===== src/rtl/alu_pkg.sv =====
// Shared types and constants for the ALU issue/writeback slice.
// Latency: n/a (declarations only).
// Backpressure: n/a.
//
// Holds the default datapath widths, the ALU opcode encodings and the command
// record that travels through the command FIFO.
package alu_pkg;

    localparam int ALU_WIDTH = 8;
    localparam int ALU_OPW   = 3;

    localparam logic [ALU_OPW-1:0] OP_ADD  = 3'b000;
    localparam logic [ALU_OPW-1:0] OP_SUB  = 3'b001;
    localparam logic [ALU_OPW-1:0] OP_AND  = 3'b010;
    localparam logic [ALU_OPW-1:0] OP_OR   = 3'b011;
    localparam logic [ALU_OPW-1:0] OP_XOR  = 3'b100;
    localparam logic [ALU_OPW-1:0] OP_NOR  = 3'b101;
    localparam logic [ALU_OPW-1:0] OP_NAND = 3'b110;
    localparam logic [ALU_OPW-1:0] OP_PASS = 3'b111;

    // One queued ALU command. use_acc replaces a with the accumulator at issue.
    typedef struct packed {
        logic [ALU_WIDTH-1:0] a;
        logic [ALU_WIDTH-1:0] b;
        logic [ALU_OPW-1:0]   op;
        logic                 use_acc;
    } alu_cmd_t;

endpackage


===== src/rtl/alu_cmd_fifo.sv =====
// Synchronous command FIFO with occupancy count.
// Latency: written entry visible at the head the cycle after the push (no bypass).
// Backpressure: full_o high when DEPTH entries held; pushes while full and pops while empty are ignored.
//
// Ports:
//   clk, rst_n          clock, async active-low reset (pointers and count only)
//   push_i, wr_dat_i    write strobe and data
//   pop_i               remove the head entry
//   rd_dat_o            head entry (meaningless while empty_o)
//   full_o, empty_o     occupancy flags
//   count_o             number of entries held, 0..DEPTH
module alu_cmd_fifo #(
    parameter int DW    = 8,
    parameter int DEPTH = 4
) (
    input  logic                     clk,
    input  logic                     rst_n,
    input  logic                     push_i,
    input  logic [DW-1:0]            wr_dat_i,
    input  logic                     pop_i,
    output logic [DW-1:0]            rd_dat_o,
    output logic                     full_o,
    output logic                     empty_o,
    output logic [$clog2(DEPTH):0]   count_o
);

    localparam int AW = $clog2(DEPTH);
    localparam int CW = AW + 1;

    logic [DW-1:0] mem_q [DEPTH];
    logic [AW-1:0] wr_ptr_q, wr_ptr_d;
    logic [AW-1:0] rd_ptr_q, rd_ptr_d;
    logic [CW-1:0] count_q, count_d;
    logic          do_push, do_pop;

    assign full_o   = (count_q == CW'(DEPTH));
    assign empty_o  = (count_q == '0);
    assign count_o  = count_q;
    assign rd_dat_o = mem_q[rd_ptr_q];

    assign do_push = push_i && !full_o;
    assign do_pop  = pop_i && !empty_o;

    // DEPTH is a power of two, so the pointers wrap naturally.
    always_comb begin
        wr_ptr_d = wr_ptr_q;
        rd_ptr_d = rd_ptr_q;
        count_d  = count_q;
        if (do_push) begin
            wr_ptr_d = wr_ptr_q + AW'(1);
        end
        if (do_pop) begin
            rd_ptr_d = rd_ptr_q + AW'(1);
        end
        case ({do_push, do_pop})
            2'b10:   count_d = count_q + CW'(1);
            2'b01:   count_d = count_q - CW'(1);
            default: count_d = count_q;
        endcase
    end

    always_ff @(posedge clk or negedge rst_n) begin
        if (!rst_n) begin
            wr_ptr_q <= '0;
            rd_ptr_q <= '0;
            count_q  <= '0;
        end else begin
            wr_ptr_q <= wr_ptr_d;
            rd_ptr_q <= rd_ptr_d;
            count_q  <= count_d;
        end
    end

    // Storage needs no reset: entries are only read once counted in.
    always_ff @(posedge clk) begin
        if (do_push) begin
            mem_q[wr_ptr_q] <= wr_dat_i;
        end
    end

endmodule


===== src/rtl/alu_issue_stage.sv =====
// Issue/writeback stage around a combinational ALU: FIFO -> issue register -> result register, with accumulator.
// Latency: push at cycle N on an idle pipe -> alu_* at N+2 -> res_valid at N+3; 1 result/cycle, dependent ops 1 per 2 cycles.
// Backpressure: res_ready low freezes result and issue registers; FIFO fills and cmd_ready (= !full) drops.
//
// Optional build macro: ALU_CARRY_EN adds res_carry (carry for ADD, borrow for SUB, else 0).
//
// Ports:
//   clk, rst_n                         clock, async active-low reset
//   cmd_valid/cmd_ready                command handshake; cmd_a, cmd_b, cmd_op, cmd_use_acc payload
//   acc_clr                            synchronous accumulator clear (wins over a capture)
//   alu_a, alu_b, alu_op               registered operands to the ALU; alu_out its combinational result
//   res_valid/res_ready                result handshake; res_data, res_zero, res_neg (res_carry) payload
//   fifo_count                         command FIFO occupancy
// WIDTH and OPW must equal the package widths, which size the command record.
module alu_issue_stage
    import alu_pkg::*;
#(
    parameter int WIDTH = ALU_WIDTH,
    parameter int OPW   = ALU_OPW,
    parameter int DEPTH = 4
) (
    input  logic                     clk,
    input  logic                     rst_n,
    input  logic                     cmd_valid,
    output logic                     cmd_ready,
    input  logic [WIDTH-1:0]         cmd_a,
    input  logic [WIDTH-1:0]         cmd_b,
    input  logic [OPW-1:0]           cmd_op,
    input  logic                     cmd_use_acc,
    input  logic                     acc_clr,
    output logic [WIDTH-1:0]         alu_a,
    output logic [WIDTH-1:0]         alu_b,
    output logic [OPW-1:0]           alu_op,
    input  logic [WIDTH-1:0]         alu_out,
    output logic                     res_valid,
    input  logic                     res_ready,
    output logic [WIDTH-1:0]         res_data,
    output logic                     res_zero,
    output logic                     res_neg,
    output logic [$clog2(DEPTH):0]   fifo_count
`ifdef ALU_CARRY_EN
    ,
    output logic                     res_carry
`endif
);

    alu_cmd_t push_cmd;
    alu_cmd_t head;
    logic     fifo_full;
    logic     fifo_empty;
    logic     fifo_push;

    logic     advance;
    logic     hazard;
    logic     load;
    logic     capture;

    logic             iss_vld_q, iss_vld_d;
    logic [WIDTH-1:0] alu_a_q, alu_a_d;
    logic [WIDTH-1:0] alu_b_q, alu_b_d;
    logic [OPW-1:0]   alu_op_q, alu_op_d;

    logic             res_vld_q, res_vld_d;
    logic [WIDTH-1:0] res_dat_q, res_dat_d;
    logic             res_zero_q, res_zero_d;
    logic             res_neg_q, res_neg_d;
    logic [WIDTH-1:0] acc_q, acc_d;

    // ------------------------------------------------------------------
    // Command FIFO
    // ------------------------------------------------------------------
    assign push_cmd = '{a: cmd_a, b: cmd_b, op: cmd_op, use_acc: cmd_use_acc};
    assign fifo_push = cmd_valid && cmd_ready;
    assign cmd_ready = !fifo_full;

    alu_cmd_fifo #(
        .DW    ($bits(alu_cmd_t)),
        .DEPTH (DEPTH)
    ) u_fifo (
        .clk      (clk),
        .rst_n    (rst_n),
        .push_i   (fifo_push),
        .wr_dat_i (push_cmd),
        .pop_i    (load),
        .rd_dat_o (head),
        .full_o   (fifo_full),
        .empty_o  (fifo_empty),
        .count_o  (fifo_count)
    );

    // ------------------------------------------------------------------
    // Pipeline control
    // ------------------------------------------------------------------
    // The result register can take a new value when empty or being drained.
    assign advance = !res_vld_q || res_ready;
    // An accumulator consumer cannot issue behind an op that has not yet
    // written the accumulator; it waits for that op to be captured.
    assign hazard  = head.use_acc && iss_vld_q;
    assign load    = !fifo_empty && (!iss_vld_q || advance) && !hazard;
    assign capture = iss_vld_q && advance;

    always_comb begin
        iss_vld_d  = iss_vld_q;
        alu_a_d    = alu_a_q;
        alu_b_d    = alu_b_q;
        alu_op_d   = alu_op_q;
        res_vld_d  = res_vld_q;
        res_dat_d  = res_dat_q;
        res_zero_d = res_zero_q;
        res_neg_d  = res_neg_q;
        acc_d      = acc_q;

        if (load) begin
            iss_vld_d = 1'b1;
            alu_a_d   = head.use_acc ? acc_q : head.a;
            alu_b_d   = head.b;
            alu_op_d  = head.op;
        end else if (capture) begin
            iss_vld_d = 1'b0;
        end

        if (capture) begin
            res_vld_d  = 1'b1;
            res_dat_d  = alu_out;
            res_zero_d = (alu_out == '0);
            res_neg_d  = alu_out[WIDTH-1];
            acc_d      = alu_out;
        end else if (res_ready) begin
            res_vld_d  = 1'b0;
        end

        if (acc_clr) begin
            acc_d = '0;
        end
    end

    always_ff @(posedge clk or negedge rst_n) begin
        if (!rst_n) begin
            iss_vld_q  <= 1'b0;
            alu_a_q    <= '0;
            alu_b_q    <= '0;
            alu_op_q   <= '0;
            res_vld_q  <= 1'b0;
            res_dat_q  <= '0;
            res_zero_q <= 1'b0;
            res_neg_q  <= 1'b0;
            acc_q      <= '0;
        end else begin
            iss_vld_q  <= iss_vld_d;
            alu_a_q    <= alu_a_d;
            alu_b_q    <= alu_b_d;
            alu_op_q   <= alu_op_d;
            res_vld_q  <= res_vld_d;
            res_dat_q  <= res_dat_d;
            res_zero_q <= res_zero_d;
            res_neg_q  <= res_neg_d;
            acc_q      <= acc_d;
        end
    end

    assign alu_a     = alu_a_q;
    assign alu_b     = alu_b_q;
    assign alu_op    = alu_op_q;
    assign res_valid = res_vld_q;
    assign res_data  = res_dat_q;
    assign res_zero  = res_zero_q;
    assign res_neg   = res_neg_q;

`ifdef ALU_CARRY_EN
    // Carry/borrow is derived from the registered operands, which are the
    // exact values the ALU is computing on in the capture cycle.
    logic [WIDTH:0] sum_ext;
    logic           carry_q, carry_d;

    assign sum_ext = {1'b0, alu_a_q} + {1'b0, alu_b_q};

    always_comb begin
        carry_d = carry_q;
        if (capture) begin
            case (alu_op_q)
                OP_ADD:  carry_d = sum_ext[WIDTH];
                OP_SUB:  carry_d = (alu_a_q < alu_b_q);
                default: carry_d = 1'b0;
            endcase
        end
    end

    always_ff @(posedge clk or negedge rst_n) begin
        if (!rst_n) begin
            carry_q <= 1'b0;
        end else begin
            carry_q <= carry_d;
        end
    end

    assign res_carry = carry_q;
`endif

endmodule


===== config.mk =====
export PLATFORM = sky130hd
export DESIGN_NAME = alu_issue_stage
export DESIGN_NICKNAME = d
export VERILOG_FILES = /design/src/rtl/alu_pkg.sv /design/src/rtl/alu_cmd_fifo.sv /design/src/rtl/alu_issue_stage.sv
export SDC_FILE = /design/constraint.sdc
export NUM_CORES = 1
export LEC_CHECK = 0
export BUFFER_PORTS_ARGS = -buffer_cell sky130_fd_sc_hd__buf_2
export CELL_PAD_IN_SITES_DETAIL_PLACEMENT = 2
export CELL_PAD_IN_SITES_GLOBAL_PLACEMENT = 2
export CORE_ASPECT_RATIO = 0.75
export CORE_UTILIZATION = 45
export DETAILED_ROUTE_END_ITERATION = 12
export HOLD_SLACK_MARGIN = 0.06
export PLACE_DENSITY_LB_ADDON = 0.25
export REMOVE_ABC_BUFFERS = 1
export SYNTH_ARGS = -nofsm -noshare
export SYNTH_HDL_FRONTEND = slang
export SYNTH_SLANG_ARGS = --single-unit

===== constraint.sdc =====
create_clock -name clk -period 6.9 [get_ports clk]
set_input_delay 2.07 -clock clk [delete_from_list [all_inputs] [get_ports clk]]
set_output_delay 2.07 -clock clk [all_outputs]
set_load 0.02 [all_outputs]

==> results of run 1 <==
## flip-flops by register name (all words and copies together) (netlist names)
signal           cells
res_zero             1
alu_b                8
iss_vld_q            1
acc_q                8
u_fifo.mem_q        80
alu_a                8
res_data             8
u_fifo.count_o       3
u_fifo.rd_ptr_q      2
u_fifo.wr_ptr_q      2
res_valid            1
alu_op               3
## worst max-delay path: stages
cell and delay, ps:
sky130_fd_sc_hd__buf_2 110, sky130_fd_sc_hd__and3b_1 500, sky130_fd_sc_hd__a211o_1 450, sky130_fd_sc_hd__inv_6 170
sky130_fd_sc_hd__ha_1 280, sky130_fd_sc_hd__fa_1 380, sky130_fd_sc_hd__xnor2_1 140, sky130_fd_sc_hd__nor2_1 130
sky130_fd_sc_hd__xor2_1 180
## metal layers
metal  wire length, um  share of wire [%]
met5                 0                  0
met4               163                1.3
met3               558                4.6
met2              6460                 53
met1              4950                 41
## cell families (layout without fill, tap and decap cells)
logic type	after synthesis	count (layout)
DFF	125	125
and+or+nand+nor	41	41
AOI/OAI and AO/OA	37	37
muxes	34	34
buffers and inverters	21	106
adders and majority gates	6	6
xor gates and xnor gates	5	5
## final timing paths
check,start,end,slack (ps)
worst max register to register,u_fifo.rd_ptr_q[1]$_DFFE_PN0P_,u_fifo.count_o[1]$_DFFE_PN0P_,3470
worst min-delay path,alu_b[1]$_DFFE_PN0N_,alu_b[1]$_DFFE_PN0N_,510
min in group asynchronous,rst_n,alu_b[2]$_DFFE_PN0N_,1860
worst min register to register,alu_b[1]$_DFFE_PN0N_,alu_b[1]$_DFFE_PN0N_,510
max in group asynchronous,rst_n,acc_q[0]$_DFFE_PN0P_,4350
worst max-delay path,res_ready,u_fifo.count_o[2]$_DFFE_PN0P_,2810
## cells in the mapped netlist (5+ instances only)
cell	number	area share [%]
sky130_fd_sc_hd__nor4b_1	8	1.4
sky130_fd_sc_hd__mux4_2	19	8.7
sky130_fd_sc_hd__inv_1	5	0.38
sky130_fd_sc_hd__mux2_4	8	2.4
sky130_fd_sc_hd__o21ai_0	18	1.8
sky130_fd_sc_hd__a21oi_1	8	0.82
sky130_fd_sc_hd__nand3_1	8	0.82
sky130_fd_sc_hd__nand2_1	10	0.77
sky130_fd_sc_hd__edfxtp_1	80	49
sky130_fd_sc_hd__a221o_1	8	1.6
sky130_fd_sc_hd__dfrtp_1	45	23
sky130_fd_sc_hd__clkbuf_1	8	0.61
sky130_fd_sc_hd__ha_1	5	1.3
sky130_fd_sc_hd__mux2_2	5	1.1
## final cells by class
type	count	area share, %
clock inverter	15	3.00
tap	136	2.87
multi-input combinational	123	21.2
inverter	6	0.464
sequential	125	59.5
timing repair buffer	68	5.82
clock buffer	17	7.17
## power by group
part	internal [mW]	switching [mW]	leakage [nW]
clock	0.544	0.367	0.293
combinational	0.440	0.566	0.771
sequential	1.03	0.144	1.28
total	2.01	1.08	2.35
## metrics by stage
step	instances	util [%]	setup slack, ps
5_1_grt	490	56.7	2600
3_3_place_gp	458	51.0	2590
3_5_place_dp	458	51.0	2440
6_report	490	56.7	2810
2_1_floorplan	254	-	2930
4_1_cts	490	56.7	2810
==> impl_results.html, run 1 <==
<table>
<tr><th>Metric</th><th>Value</th></tr>
<tr><th colspan="2">Setup path</th></tr>
<tr><td>Worst reg-to-reg path cell count</td><td>6</td></tr>
<tr><td>Required time worst endpoint</td><td>7240 ps</td></tr>
<tr><td>Element type at the critical path start</td><td>input pin</td></tr>
<tr><td>Data arrival, critical path</td><td>4430 ps</td></tr>
<tr><td>Crit path kind</td><td>in -&gt; reg</td></tr>
<tr><td>Kind of end point of the critical path</td><td>flop</td></tr>
<tr><td>Top fanout value on the critical path</td><td>13</td></tr>
<tr><th colspan="2">Finish</th></tr>
<tr><td>Area taken by flip-flops and latches</td><td>3530 um^2</td></tr>
<tr><td>Multi-input logic area</td><td>1250 um^2</td></tr>
<tr><td>Final Net Count</td><td>380</td></tr>
<tr><td>Filler Cell Count</td><td>886</td></tr>
<tr><td>Share of cells above drive strength 1</td><td>37.9%</td></tr>
<tr><td>Top library cells by usage in the layout, fill and taps aside</td><td>sky130_fd_sc_hd__edfxtp_1, sky130_fd_sc_hd__buf_2, sky130_fd_sc_hd__dfrtp_1, sky130_fd_sc_hd__mux4_2, sky130_fd_sc_hd__o21ai_0</td></tr>
<tr><td>Most frequent standard cell in the layout excluding fill and tap cells</td><td>sky130_fd_sc_hd__edfxtp_1</td></tr>
<tr><td>P&amp;R area growth vs syn</td><td>20.9%</td></tr>
<tr><td>Final cell area excluding filler cells</td><td>5930 um^2</td></tr>
<tr><td>Antenna diode count</td><td>0</td></tr>
<tr><th colspan="2">Clock network</th></tr>
<tr><td>Post-CTS setup-driven buffer insertion count</td><td>0</td></tr>
<tr><td>Maximum count of clock buffers along a single path</td><td>2</td></tr>
<tr><td>H-tree levels</td><td>4</td></tr>
<tr><td>Number of sinks handled by clock tree synthesis</td><td>125</td></tr>
<tr><td>Cts hold-fix bufs</td><td>0</td></tr>
<tr><td>Root Buffer</td><td>sky130_fd_sc_hd__clkbuf_16</td></tr>
<tr><td>Clock insertion delay at the later pin of the skew report</td><td>420 ps</td></tr>
<tr><td>TritonCTS clock tree</td><td>yes</td></tr>
<tr><td>Resize count post-CTS</td><td>0</td></tr>
<tr><td>Clock-pin slew of the registers on the worst-case setup and hold paths</td><td>60 ps</td></tr>
<tr><td>CTS buffer count</td><td>17</td></tr>
<tr><th colspan="2">Floorplan</th></tr>
<tr><td>Area of the die</td><td>11300 um^2</td></tr>
<tr><td>Effective utilization at floorplan</td><td>46.9%</td></tr>
<tr><td>Ports</td><td>67</td></tr>
<tr><td>Die width</td><td>123 um</td></tr>
<tr><td>Height of the die</td><td>92.4 um</td></tr>
<tr><td>Area inside the core boundary</td><td>10500 um^2</td></tr>
<tr><td>Num rows</td><td>32</td></tr>
<tr><th colspan="2">Hold path</th></tr>
<tr><td>Hold-critical path depth</td><td>1</td></tr>
<tr><td>Hold WC Path Type</td><td>reg -&gt; reg</td></tr>
<tr><th colspan="2">Global routing</th></tr>
<tr><td>First-pass GRT wire length</td><td>18.9 mm</td></tr>
<tr><td>Global-route usage over all layers</td><td>24.1%</td></tr>
<tr><td>Number of global-route vias before repair</td><td>3109</td></tr>
<tr><td>Grt ovf</td><td>0</td></tr>
<tr><td>Met2 Usage GRT</td><td>40.4%</td></tr>
<tr><td>Maximum number of pins on one net before global-route repair</td><td>46</td></tr>
<tr><td>Initial antenna violation count</td><td>0</td></tr>
<tr><td>Most used routing layer in global routing</td><td>met2</td></tr>
<tr><td>Met1 Use GR</td><td>30.4%</td></tr>
<tr><td>GRT met3 Usage</td><td>6.83%</td></tr>
<tr><th colspan="2">Placement</th></tr>
<tr><td>Dpl cell area</td><td>5330 um^2</td></tr>
<tr><td>Final Wtd Congestion</td><td>0.690</td></tr>
<tr><td>Number of port buffers</td><td>66</td></tr>
<tr><td>Post-detail-place hpwl</td><td>7.67 mm</td></tr>
<tr><th colspan="2">Timing</th></tr>
<tr><td>Worst setup skew after layout</td><td>8.00 ps</td></tr>
<tr><td>Number of pins exceeding their max-slew limit in the final report</td><td>0</td></tr>
<tr><td>Setup-failing EPs final</td><td>0</td></tr>
<tr><td>Final critical-path share of the clock period</td><td>59.3%</td></tr>
<tr><td>Relative slew slack</td><td>21.0%</td></tr>
<tr><td>Max Clk Rate</td><td>244 MHz</td></tr>
<tr><td>RSZ-0062 raised after global routing</td><td>false</td></tr>
<tr><td>Slew at the pin closest to its max-slew limit</td><td>1180 ps</td></tr>
<tr><td>Time the final worst path needs with I/O delays and setup</td><td>4090 ps</td></tr>
<tr><td>Setup TNS</td><td>0 ps</td></tr>
<tr><td>Smallest hold slack</td><td>512 ps</td></tr>
<tr><td>Endpoints failing hold</td><td>0</td></tr>
<tr><th colspan="2">Detailed routing</th></tr>
<tr><td>Number of nets with antenna violations after routing</td><td>0</td></tr>
<tr><td>Via count</td><td>2791</td></tr>
<tr><td>DRC violation count after routing</td><td>0</td></tr>
<tr><td>Routed length per instance</td><td>24.8 um</td></tr>
<tr><td>Violation count after the first detailed-route iteration</td><td>149</td></tr>
<tr><td>Detailed Route WL</td><td>12.1 mm</td></tr>
<tr><td>Vias per Instance</td><td>5.70</td></tr>
<tr><td>Detailed Routing Iterations Pass 1</td><td>4</td></tr>
<tr><th colspan="2">Yosys</th></tr>
<tr><td>Mapped cell area</td><td>4900 um^2</td></tr>
<tr><td>Post-synthesis instance total</td><td>269</td></tr>
<tr><td>Synthesis warning total</td><td>0</td></tr>
<tr><td>Synthesized area divided by synthesized cell count</td><td>18.2 um^2</td></tr>
<tr><td>Portion of the post-synthesis area used by sequential elements</td><td>71.9%</td></tr>
<tr><td>Simple-Gate Fraction of Synth Area</td><td>5.08%</td></tr>
<tr><td>Portion of netlist area occupied by mux cells</td><td>13.1%</td></tr>
<tr><td>Xor-xnor portion of the synthesized cell area</td><td>0.893%</td></tr>
<tr><td>Post-synthesis async set-or-reset flop share</td><td>36.0%</td></tr>
<tr><td>Seq cells post-synth</td><td>125</td></tr>
<tr><td>Largest family of logic cells by synthesized area</td><td>multiplexers</td></tr>
<tr><td>Most common flop cell mapped by yosys</td><td>sky130_fd_sc_hd__edfxtp_1</td></tr>
<tr><td>Area share of fa/ha/maj cells after synthesis</td><td>1.68%</td></tr>
<tr><td>Synth Area in Compound Gates</td><td>4.87%</td></tr>
<tr><td>Count of flip-flops with a built-in enable after synthesis</td><td>80</td></tr>
<tr><td>Post-synthesis cell type count</td><td>39</td></tr>
<tr><th colspan="2">Power</th></tr>
<tr><td>Leakage component of the power</td><td>2.35 nW</td></tr>
<tr><td>Max IR drop VDD</td><td>0.282 mV</td></tr>
<tr><td>P per Cell Area</td><td>521 nW/um^2</td></tr>
<tr><td>Total Power</td><td>3.09 mW</td></tr>
<tr><th colspan="2">Outcome</th></tr>
<tr><td>Run status</td><td>finished, final reports clean</td></tr>
<tr><th colspan="2">Job</th></tr>
<tr><td>Count of max-cap constraint violations</td><td>0</td></tr>
</table>
(Power assumes the default switching activity.)
==> run 2, diff against run 1 <==
--- a/config.mk
+++ b/config.mk
@@ -9,7 +9,7 @@
 export CELL_PAD_IN_SITES_DETAIL_PLACEMENT = 2
 export CELL_PAD_IN_SITES_GLOBAL_PLACEMENT = 2
 export CORE_ASPECT_RATIO = 0.75
-export CORE_UTILIZATION = 45
+export CORE_UTILIZATION = 38
 export DETAILED_ROUTE_END_ITERATION = 12
 export HOLD_SLACK_MARGIN = 0.06
 export PLACE_DENSITY_LB_ADDON = 0.25
==> constraint.sdc (replaced) <==
create_clock -name clk -period 3.65 [get_ports clk]
set_input_delay 1.095 -clock clk [delete_from_list [all_inputs] [get_ports clk]]
set_output_delay 1.095 -clock clk [all_outputs]
set_load 0.02 [all_outputs]
==> run 2 against run 1 <==
  * Cell count increased by 8.2%
  * Largest power group unchanged
  * Largest cell class unchanged
  * Global-route usage decreased by 4.3 points
  * Critical path type is now reg -> reg
  * Register-to-register slack worse by 2500 ps
  * Critical endpoint is now u_fifo.count_o[1]$_DFFE_PN0P_
==> impl_results.html, run 2 (synthesized netlist as in run 1, its figures left out) <==
<table>
<tr><th>Metric</th><th>Value</th></tr>
<tr><th colspan="2">Power</th></tr>
<tr><td>Leakage component of the power</td><td>2.40 nW (was 2.35 nW)</td></tr>
<tr><td>Max IR drop VDD</td><td>0.422 mV (was 0.282 mV)</td></tr>
<tr><td>P per Cell Area</td><td>971 nW/um^2 (was 521 nW/um^2)</td></tr>
<tr><th colspan="2">Setup path</th></tr>
<tr><td>Top fanout value on the critical path</td><td>13 (unchanged)</td></tr>
<tr><td>Kind of end point of the critical path</td><td>flop (unchanged)</td></tr>
<tr><td>Critical path buffer and inverter count</td><td>1 (was 2)</td></tr>
<tr><td>Required time worst endpoint</td><td>3950 ps (was 7240 ps)</td></tr>
<tr><td>Crit path kind</td><td>reg -&gt; reg (was in -&gt; reg)</td></tr>
<tr><td>Data arrival, critical path</td><td>3020 ps (was 4430 ps)</td></tr>
<tr><td>Cells traversed along the worst timing path</td><td>mux4_2, a211o_1, inv_6, ha_1, fa_1, mux2_2 (was buf_2, and3b_1, a211o_1, inv_6, ha_1, fa_1, xnor2_1, nor2_1, xor2_1)</td></tr>
<tr><td>Slowest cell delay on critical path</td><td>650 ps (was 500 ps)</td></tr>
<tr><td>Element type at the critical path start</td><td>flop (was input pin)</td></tr>
<tr><td>Kind of cell with the highest combined delay on the critical path</td><td>multiplexers (was adder cells)</td></tr>
<tr><td>CP max-delay cell</td><td>sky130_fd_sc_hd__mux4_2 (was sky130_fd_sc_hd__and3b_1)</td></tr>
<tr><th colspan="2">Timing</th></tr>
<tr><td>Setup TNS</td><td>0 ps (unchanged)</td></tr>
<tr><td>Smallest hold slack</td><td>503 ps (was 512 ps)</td></tr>
<tr><td>Slew at the pin closest to its max-slew limit</td><td>895 ps (was 1180 ps)</td></tr>
<tr><td>Setup-failing EPs final</td><td>0 (unchanged)</td></tr>
<tr><td>Endpoints failing hold</td><td>0 (unchanged)</td></tr>
<tr><td>Worst setup skew after layout</td><td>7.70 ps (was 8.00 ps)</td></tr>
<tr><td>Final critical-path share of the clock period</td><td>74.6%</td></tr>
<tr><td>Number of pins exceeding their max-slew limit in the final report</td><td>0 (unchanged)</td></tr>
<tr><td>Max Clk Rate</td><td>367 MHz</td></tr>
<tr><td>Relative slew slack</td><td>40.3% (was 21.0%)</td></tr>
<tr><td>Time the final worst path needs with I/O delays and setup</td><td>2720 ps</td></tr>
<tr><td>RSZ-0062 raised after global routing</td><td>false (unchanged)</td></tr>
<tr><th colspan="2">Clock network</th></tr>
<tr><td>Maximum count of clock buffers along a single path</td><td>2 (unchanged)</td></tr>
<tr><td>Root Buffer</td><td>sky130_fd_sc_hd__clkbuf_16 (unchanged)</td></tr>
<tr><td>CTS buffer count</td><td>17 (unchanged)</td></tr>
<tr><td>Post-CTS setup-driven buffer insertion count</td><td>0 (unchanged)</td></tr>
<tr><td>Cts hold-fix bufs</td><td>0 (unchanged)</td></tr>
<tr><td>Clock-pin slew of the registers on the worst-case setup and hold paths</td><td>60 ps (about the same)</td></tr>
<tr><td>Clock insertion delay at the later pin of the skew report</td><td>410 ps (was 420 ps)</td></tr>
<tr><td>Number of sinks handled by clock tree synthesis</td><td>125 (unchanged)</td></tr>
<tr><td>TritonCTS clock tree</td><td>yes (unchanged)</td></tr>
<tr><td>H-tree levels</td><td>4 (unchanged)</td></tr>
<tr><td>Resize count post-CTS</td><td>0 (unchanged)</td></tr>
<tr><th colspan="2">Job</th></tr>
<tr><td>Count of max-cap constraint violations</td><td>0 (unchanged)</td></tr>
<tr><th colspan="2">Finish</th></tr>
<tr><td>Antenna diode count</td><td>0 (unchanged)</td></tr>
<tr><td>Share of cells above drive strength 1</td><td>38.2% (was 37.9%)</td></tr>
<tr><td>Area taken by flip-flops and latches</td><td>3530 um^2 (unchanged)</td></tr>
<tr><td>Number of flip-flops under the largest register name</td><td>80 (unchanged)</td></tr>
<tr><td>Register bank with the most flops</td><td>u_fifo.mem_q (unchanged)</td></tr>
<tr><td>Most frequent standard cell in the layout excluding fill and tap cells</td><td>sky130_fd_sc_hd__edfxtp_1 (unchanged)</td></tr>
<tr><td>Filler Cell Count</td><td>1149 (was 886)</td></tr>
<tr><td>Final Net Count</td><td>390 (was 380)</td></tr>
<tr><td>Multi-input logic area</td><td>1250 um^2 (unchanged)</td></tr>
<tr><td>P&amp;R area growth vs syn</td><td>23.1% (was 20.9%)</td></tr>
<tr><td>Top library cells by usage in the layout, fill and taps aside</td><td>sky130_fd_sc_hd__edfxtp_1, sky130_fd_sc_hd__buf_2, sky130_fd_sc_hd__dfrtp_1, sky130_fd_sc_hd__clkbuf_16, sky130_fd_sc_hd__mux4_2 (was sky130_fd_sc_hd__edfxtp_1, sky130_fd_sc_hd__buf_2, sky130_fd_sc_hd__dfrtp_1, sky130_fd_sc_hd__mux4_2, sky130_fd_sc_hd__o21ai_0)</td></tr>
<tr><th colspan="2">Floorplan</th></tr>
<tr><td>Area inside the core boundary</td><td>12400 um^2 (was 10500 um^2)</td></tr>
<tr><td>Effective utilization at floorplan</td><td>39.4% (was 46.9%)</td></tr>
<tr><td>Ports</td><td>67 (unchanged)</td></tr>
<tr><td>Height of the die</td><td>100 um (was 92.4 um)</td></tr>
<tr><td>Area of the die</td><td>13400 um^2 (was 11300 um^2)</td></tr>
<tr><td>Die width</td><td>133 um (was 123 um)</td></tr>
<tr><td>Num rows</td><td>35 (was 32)</td></tr>
<tr><th colspan="2">Outcome</th></tr>
<tr><td>Run status</td><td>finished, final reports clean (unchanged)</td></tr>
<tr><th colspan="2">Placement</th></tr>
<tr><td>Post-detail-place hpwl</td><td>7.26 mm (was 7.67 mm)</td></tr>
<tr><td>Final Wtd Congestion</td><td>0.665 (was 0.690)</td></tr>
<tr><td>Number of port buffers</td><td>66 (unchanged)</td></tr>
<tr><th colspan="2">Detailed routing</th></tr>
<tr><td>DRC violation count after routing</td><td>0 (unchanged)</td></tr>
<tr><td>Violation count after the first detailed-route iteration</td><td>123 (was 149)</td></tr>
<tr><td>Via count</td><td>2789 (was 2791)</td></tr>
<tr><td>Detailed Routing Iterations Pass 1</td><td>4 (unchanged)</td></tr>
<tr><td>Vias per Instance</td><td>5.26 (was 5.70)</td></tr>
<tr><td>Number of nets with antenna violations after routing</td><td>0 (unchanged)</td></tr>
<tr><td>Routed length per instance</td><td>22.7 um (was 24.8 um)</td></tr>
<tr><td>Detailed Route WL</td><td>12.0 mm (was 12.1 mm)</td></tr>
<tr><th colspan="2">Global routing</th></tr>
<tr><td>Global-route usage over all layers</td><td>19.8% (was 24.1%)</td></tr>
<tr><td>Grt ovf</td><td>0 (unchanged)</td></tr>
<tr><td>Maximum number of pins on one net before global-route repair</td><td>36 (was 46)</td></tr>
<tr><td>First-pass GRT wire length</td><td>18.7 mm (was 18.9 mm)</td></tr>
<tr><td>Initial antenna violation count</td><td>0 (unchanged)</td></tr>
<tr><td>Number of global-route vias before repair</td><td>3062 (was 3109)</td></tr>
<tr><th colspan="2">Hold path</th></tr>
<tr><td>Hold WC Path Type</td><td>reg -&gt; reg (unchanged)</td></tr>
</table>
[run 2: path summary, 6_finish.rpt]
check | from | endpoint | slack, ps | cells past startpoint
worst min-delay path | alu_b[2]$_DFFE_PN0N_ | alu_b[2]$_DFFE_PN0N_ | 500 | 1
max in group asynchronous | rst_n | u_fifo.count_o[2]$_DFFE_PN0P_ | 2190 | 2
worst min register to register | alu_b[2]$_DFFE_PN0N_ | alu_b[2]$_DFFE_PN0N_ | 500 | 1
worst max-delay path | u_fifo.rd_ptr_q[0]$_DFFE_PN0P_ | u_fifo.count_o[1]$_DFFE_PN0P_ | 930 | 6
worst max register to register | u_fifo.rd_ptr_q[0]$_DFFE_PN0P_ | u_fifo.count_o[1]$_DFFE_PN0P_ | 930 | 6
min in group asynchronous | rst_n | res_data[2]$_DFFE_PN0P_ | 810 | 1
[run 2: power breakdown]
part	leakage, nW	internal (mW)	total, mW	switching, mW
combinational	0.822	0.873	2.01	1.13
sequential	1.28	1.94	2.17	0.226
clock	0.297	1.09	1.68	0.590
[run 2: cell type report]
type	instances	area share, %
Sequential cell	125	58.5
Inverter	6	0.456
Tap cell	166	3.44
Clock inverter	5	0.829
Multi-Input combinational cell	123	20.8
Clock buffer	27	9.06
Timing Repair Buffer	78	6.97
[run 2: layer usage]
layer | global-route usage, % | up-vias | part of all wire, %
met5 | 0 | - | 0
met4 | 7.87 | 0 | 1.7
met3 | 5.86 | 19 | 3.3
met2 | 31.1 | 62 | 49
met1 | 26.1 | 1485 | 46
li1 | - | 1223 | -
[run 2: through the flow]
step / instances / utilization (%) / total power [mW] / instance area, um^2 / setup WS, ps
2_1_floorplan: 254 / - / 3.46 / 4810 / 368
3_3_place_gp: 498 / 43.7 / 4.05 / 5440 / 786
3_5_place_dp: 498 / 43.7 / 4.18 / 5440 / 588
4_1_cts: 530 / 48.5 / 5.95 / 6040 / 923
5_1_grt: 530 / 48.5 / 6.16 / 6040 / 858
6_report: 530 / 48.5 / 5.86 / 6040 / 926
==> run 3, diff against run 2 <==
==> constraint.sdc (replaced) <==
create_clock -name clk -period 2.3 [get_ports clk]
set_input_delay 0.69 -clock clk [delete_from_list [all_inputs] [get_ports clk]]
set_output_delay 0.69 -clock clk [all_outputs]
set_load 0.02 [all_outputs]
==> run 3 against run 2 <==
  * Non-clock buffer count rose by 9
  * Via count rose by 0.90%
  * Combinational power rose by 68%
  * Highest routed layer unchanged
  * Global-route usage rose by 1.3 points
  * Sequential share of layout area fell by 1.2 points
  * Critical path depth did not move
  * Clock power rose by 72%
  * Register-to-register slack got worse by 900 ps
  * Count of clock-buffer cells in the layout fell by 9
  * Worst hold slack got worse by 250 ps
  * Critical endpoint unchanged
  * First-iteration DRC count rose by 55%
  * Sequential power rose by 57%
==> impl_results.html, run 3 (synthesized netlist as in run 1, its figures left out) <==
<table>
<tr><th>Metric</th><th>Value</th></tr>
<tr><th colspan="2">Timing</th></tr>
<tr><td>Slew at the pin closest to its max-slew limit</td><td>706 ps (was 895 ps)</td></tr>
<tr><td>Max Clk Rate</td><td>440 MHz (was 367 MHz)</td></tr>
<tr><td>Final critical-path share of the clock period</td><td>98.9% (was 74.6%)</td></tr>
<tr><td>Relative slew slack</td><td>52.7% (was 40.3%)</td></tr>
<tr><td>Number of pins exceeding their max-slew limit in the final report</td><td>0 (unchanged)</td></tr>
<tr><td>Setup-failing EPs final</td><td>0 (unchanged)</td></tr>
<tr><td>RSZ-0062 raised after global routing</td><td>true (was false)</td></tr>
<tr><td>Time the final worst path needs with I/O delays and setup</td><td>2270 ps (was 2720 ps)</td></tr>
<tr><td>Worst setup skew after layout</td><td>9.27 ps (was 7.70 ps)</td></tr>
<tr><td>Endpoints failing hold</td><td>0 (unchanged)</td></tr>
<tr><th colspan="2">Outcome</th></tr>
<tr><td>Run status</td><td>finished, final reports clean (unchanged)</td></tr>
<tr><th colspan="2">Setup path</th></tr>
<tr><td>Element type at the critical path start</td><td>flop (unchanged)</td></tr>
<tr><td>Reg-to-reg critical path startpoint</td><td>u_fifo.mem_q[3][0]$_DFFE_PP_ (was u_fifo.rd_ptr_q[0]$_DFFE_PN0P_)</td></tr>
<tr><td>Worst reg-to-reg path cell count</td><td>6 (unchanged)</td></tr>
<tr><td>Required time worst endpoint</td><td>2600 ps (was 3950 ps)</td></tr>
<tr><td>Worst R2R End</td><td>u_fifo.count_o[1]$_DFFE_PN0P_ (unchanged)</td></tr>
<tr><td>Data arrival, critical path</td><td>2570 ps (was 3020 ps)</td></tr>
<tr><td>Kind of end point of the critical path</td><td>flop (unchanged)</td></tr>
<tr><td>Top fanout value on the critical path</td><td>2 (was 13)</td></tr>
<tr><td>R2R setup slack</td><td>30 ps (was 930 ps)</td></tr>
<tr><td>Crit path kind</td><td>reg -&gt; reg (unchanged)</td></tr>
<tr><th colspan="2">Detailed routing</th></tr>
<tr><td>Routed length per instance</td><td>23.3 um (was 22.7 um)</td></tr>
<tr><td>Via count</td><td>2814 (was 2789)</td></tr>
<tr><td>Violation count after the first detailed-route iteration</td><td>191 (was 123)</td></tr>
<tr><td>Detailed Routing Iterations Pass 1</td><td>4 (unchanged)</td></tr>
<tr><td>Detailed Route WL</td><td>12.6 mm (was 12.0 mm)</td></tr>
<tr><td>DRC violation count after routing</td><td>0 (unchanged)</td></tr>
<tr><td>Vias per Instance</td><td>5.22 (was 5.26)</td></tr>
<tr><td>Number of nets with antenna violations after routing</td><td>0 (unchanged)</td></tr>
<tr><th colspan="2">Finish</th></tr>
<tr><td>Antenna diode count</td><td>0 (unchanged)</td></tr>
<tr><td>Top library cells by usage in the layout, fill and taps aside</td><td>sky130_fd_sc_hd__edfxtp_1, sky130_fd_sc_hd__buf_2, sky130_fd_sc_hd__dfrtp_1, sky130_fd_sc_hd__buf_4, sky130_fd_sc_hd__mux4_2 (was sky130_fd_sc_hd__edfxtp_1, sky130_fd_sc_hd__buf_2, sky130_fd_sc_hd__dfrtp_1, sky130_fd_sc_hd__clkbuf_16, sky130_fd_sc_hd__mux4_2)</td></tr>
<tr><td>Filler Cell Count</td><td>1161 (was 1149)</td></tr>
<tr><td>Final cell count without fillers</td><td>539 (was 530)</td></tr>
<tr><td>Final Net Count</td><td>399 (was 390)</td></tr>
<tr><td>P&amp;R area growth vs syn</td><td>25.8% (was 23.1%)</td></tr>
<tr><td>Share of cells above drive strength 1</td><td>40.8% (was 38.2%)</td></tr>
<tr><td>Number of flip-flops under the largest register name</td><td>80 (unchanged)</td></tr>
<tr><td>Most frequent standard cell in the layout excluding fill and tap cells</td><td>sky130_fd_sc_hd__edfxtp_1 (unchanged)</td></tr>
<tr><td>Register bank with the most flops</td><td>u_fifo.mem_q (unchanged)</td></tr>
<tr><td>Final cell area excluding filler cells</td><td>6170 um^2 (was 6040 um^2)</td></tr>
<tr><th colspan="2">Floorplan</th></tr>
<tr><td>Ports</td><td>67 (unchanged)</td></tr>
<tr><td>Area inside the core boundary</td><td>12400 um^2 (unchanged)</td></tr>
<tr><td>Effective utilization at floorplan</td><td>39.4% (unchanged)</td></tr>
<tr><td>Die width</td><td>133 um (unchanged)</td></tr>
<tr><td>Num rows</td><td>35 (unchanged)</td></tr>
<tr><td>Area of the die</td><td>13400 um^2 (unchanged)</td></tr>
<tr><td>Height of the die</td><td>100 um (unchanged)</td></tr>
<tr><th colspan="2">Global routing</th></tr>
<tr><td>Number of global-route vias before repair</td><td>3267 (was 3062)</td></tr>
<tr><td>Maximum number of pins on one net before global-route repair</td><td>46 (was 36)</td></tr>
<tr><td>Grt ovf</td><td>0 (unchanged)</td></tr>
<tr><td>First-pass GRT wire length</td><td>19.9 mm (was 18.7 mm)</td></tr>
<tr><td>Initial antenna violation count</td><td>0 (unchanged)</td></tr>
<tr><td>Global-route usage over all layers</td><td>21.1% (was 19.8%)</td></tr>
<tr><th colspan="2">Power</th></tr>
<tr><td>Leakage component of the power</td><td>2.45 nW (was 2.40 nW)</td></tr>
<tr><td>Total Power</td><td>9.69 mW (was 5.86 mW)</td></tr>
<tr><td>P per Cell Area</td><td>1570 nW/um^2 (was 971 nW/um^2)</td></tr>
<tr><td>Max IR drop VDD</td><td>0.652 mV (was 0.422 mV)</td></tr>
<tr><th colspan="2">Job</th></tr>
<tr><td>Count of max-cap constraint violations</td><td>0 (unchanged)</td></tr>
<tr><th colspan="2">Clock network</th></tr>
<tr><td>H-tree levels</td><td>4 (unchanged)</td></tr>
<tr><td>Root Buffer</td><td>sky130_fd_sc_hd__clkbuf_16 (unchanged)</td></tr>
<tr><td>Number of sinks handled by clock tree synthesis</td><td>125 (unchanged)</td></tr>
<tr><td>CTS buffer count</td><td>17 (unchanged)</td></tr>
<tr><td>Maximum count of clock buffers along a single path</td><td>2 (unchanged)</td></tr>
<tr><td>Clock-pin slew of the registers on the worst-case setup and hold paths</td><td>60 ps (about the same)</td></tr>
<tr><td>Clock insertion delay at the later pin of the skew report</td><td>420 ps (was 410 ps)</td></tr>
<tr><td>TritonCTS clock tree</td><td>yes (unchanged)</td></tr>
<tr><td>Cts hold-fix bufs</td><td>0 (unchanged)</td></tr>
<tr><th colspan="2">Placement</th></tr>
<tr><td>Post-detail-place hpwl</td><td>7.55 mm (was 7.26 mm)</td></tr>
<tr><td>Dpl cells</td><td>504 (was 498)</td></tr>
<tr><td>Final Wtd Congestion</td><td>0.703 (was 0.665)</td></tr>
<tr><td>Number of port buffers</td><td>66 (unchanged)</td></tr>
<tr><td>Dpl cell area</td><td>5500 um^2 (was 5440 um^2)</td></tr>
<tr><th colspan="2">Hold path</th></tr>
<tr><td>Hold WC Path Type</td><td>in -&gt; async (was reg -&gt; reg)</td></tr>
</table>
[run 3: cell count changes in the layout (fill, tap and decap cells not counted), moves of 3 or more]
cell,change
sky130_fd_sc_hd__buf_4,+8
sky130_fd_sc_hd__clkbuf_1,-4
sky130_fd_sc_hd__clkinvlp_4,+3
sky130_fd_sc_hd__clkbuf_16,-3
sky130_fd_sc_hd__clkinv_1,+3
sky130_fd_sc_hd__bufinv_16,+4
[run 3: critical path, stage by stage (launching register included)]
cell and delay (ps):
sky130_fd_sc_hd__edfxtp_1 400, sky130_fd_sc_hd__mux4_2 510, sky130_fd_sc_hd__a211o_4 370, sky130_fd_sc_hd__inv_6 70, sky130_fd_sc_hd__ha_4 130, sky130_fd_sc_hd__fa_1 400
sky130_fd_sc_hd__mux2_2 280
[run 3: timing repair]
item,CTS,global route
gates cloned,0,0
buffers inserted,3,0
endpoints found under the setup margin,2,2
resized for setup,3,1
pin swaps,1,0
endpoints found under the hold margin,0,0
[run 3: per-layer routing]
metal	vias to the layer above	global-route usage [%]	wire (um)
met5	-	0	0
met4	0	7.52	197
met3	16	5.66	365
met2	53	35.5	6540
met1	1504	26.5	5480
li1	1241	-	-
[run 3: metrics by stage]
stage / hold slack (ps) / setup TNS [ps] / worst slack, ps / utilization [%]
floorplan: 394 / -9720 / -982 / -
global placement: 484 / -89.5 / -66.0 / 44.2
detailed placement: 492 / -186 / -110 / 44.2
CTS: 254 / 0 / 22.3 / 49.6
global route: 260 / -12.9 / -12.9 / 49.6
finish: 250 / 0 / 26.3 / 49.6
[run 3: layout make-up]
| type | count | area [um^2] | area share (%) |
|---|---|---|---|
| sequential | 125 | 3530 | 57.2 |
| multi-input combinational | 123 | 1280 | 20.7 |
| timing repair buffer | 87 | 500 | 8.11 |
| clock buffer | 18 | 429 | 6.96 |
| tap | 166 | 208 | 3.37 |
| clock inverter | 14 | 199 | 3.22 |
| inverter | 6 | 27.5 | 0.446 |
[run 3: how the worst max path moves through the flow]
stage	end	start	cells after the start	slack, ps
global route	u_fifo.count_o[1]$_DFFE_PN0P_	u_fifo.rd_ptr_q[0]$_DFFE_PN0P_	6	-10
finish	u_fifo.count_o[1]$_DFFE_PN0P_	u_fifo.mem_q[3][0]$_DFFE_PP_	6	30
floorplan	u_fifo.count_o[1]$_DFFE_PN0P_	u_fifo.rd_ptr_q[0]$_DFFE_PN0P_	6	-980
global placement	u_fifo.count_o[2]$_DFFE_PN0P_	res_ready	9	-70
CTS	cmd_ready	u_fifo.count_o[1]$_DFFE_PN0P_	3	20
detailed placement	u_fifo.count_o[2]$_DFFE_PN0P_	res_ready	9	-110
[run 3: where the power goes]
| group | internal, mW | leakage [nW] | switching, mW |
|---|---|---|---|
| clock | 1.90 | 0.298 | 0.991 |
| combinational | 1.53 | 0.870 | 1.86 |
| sequential | 3.09 | 1.28 | 0.327 |
| total | 6.52 | 2.45 | 3.18 |
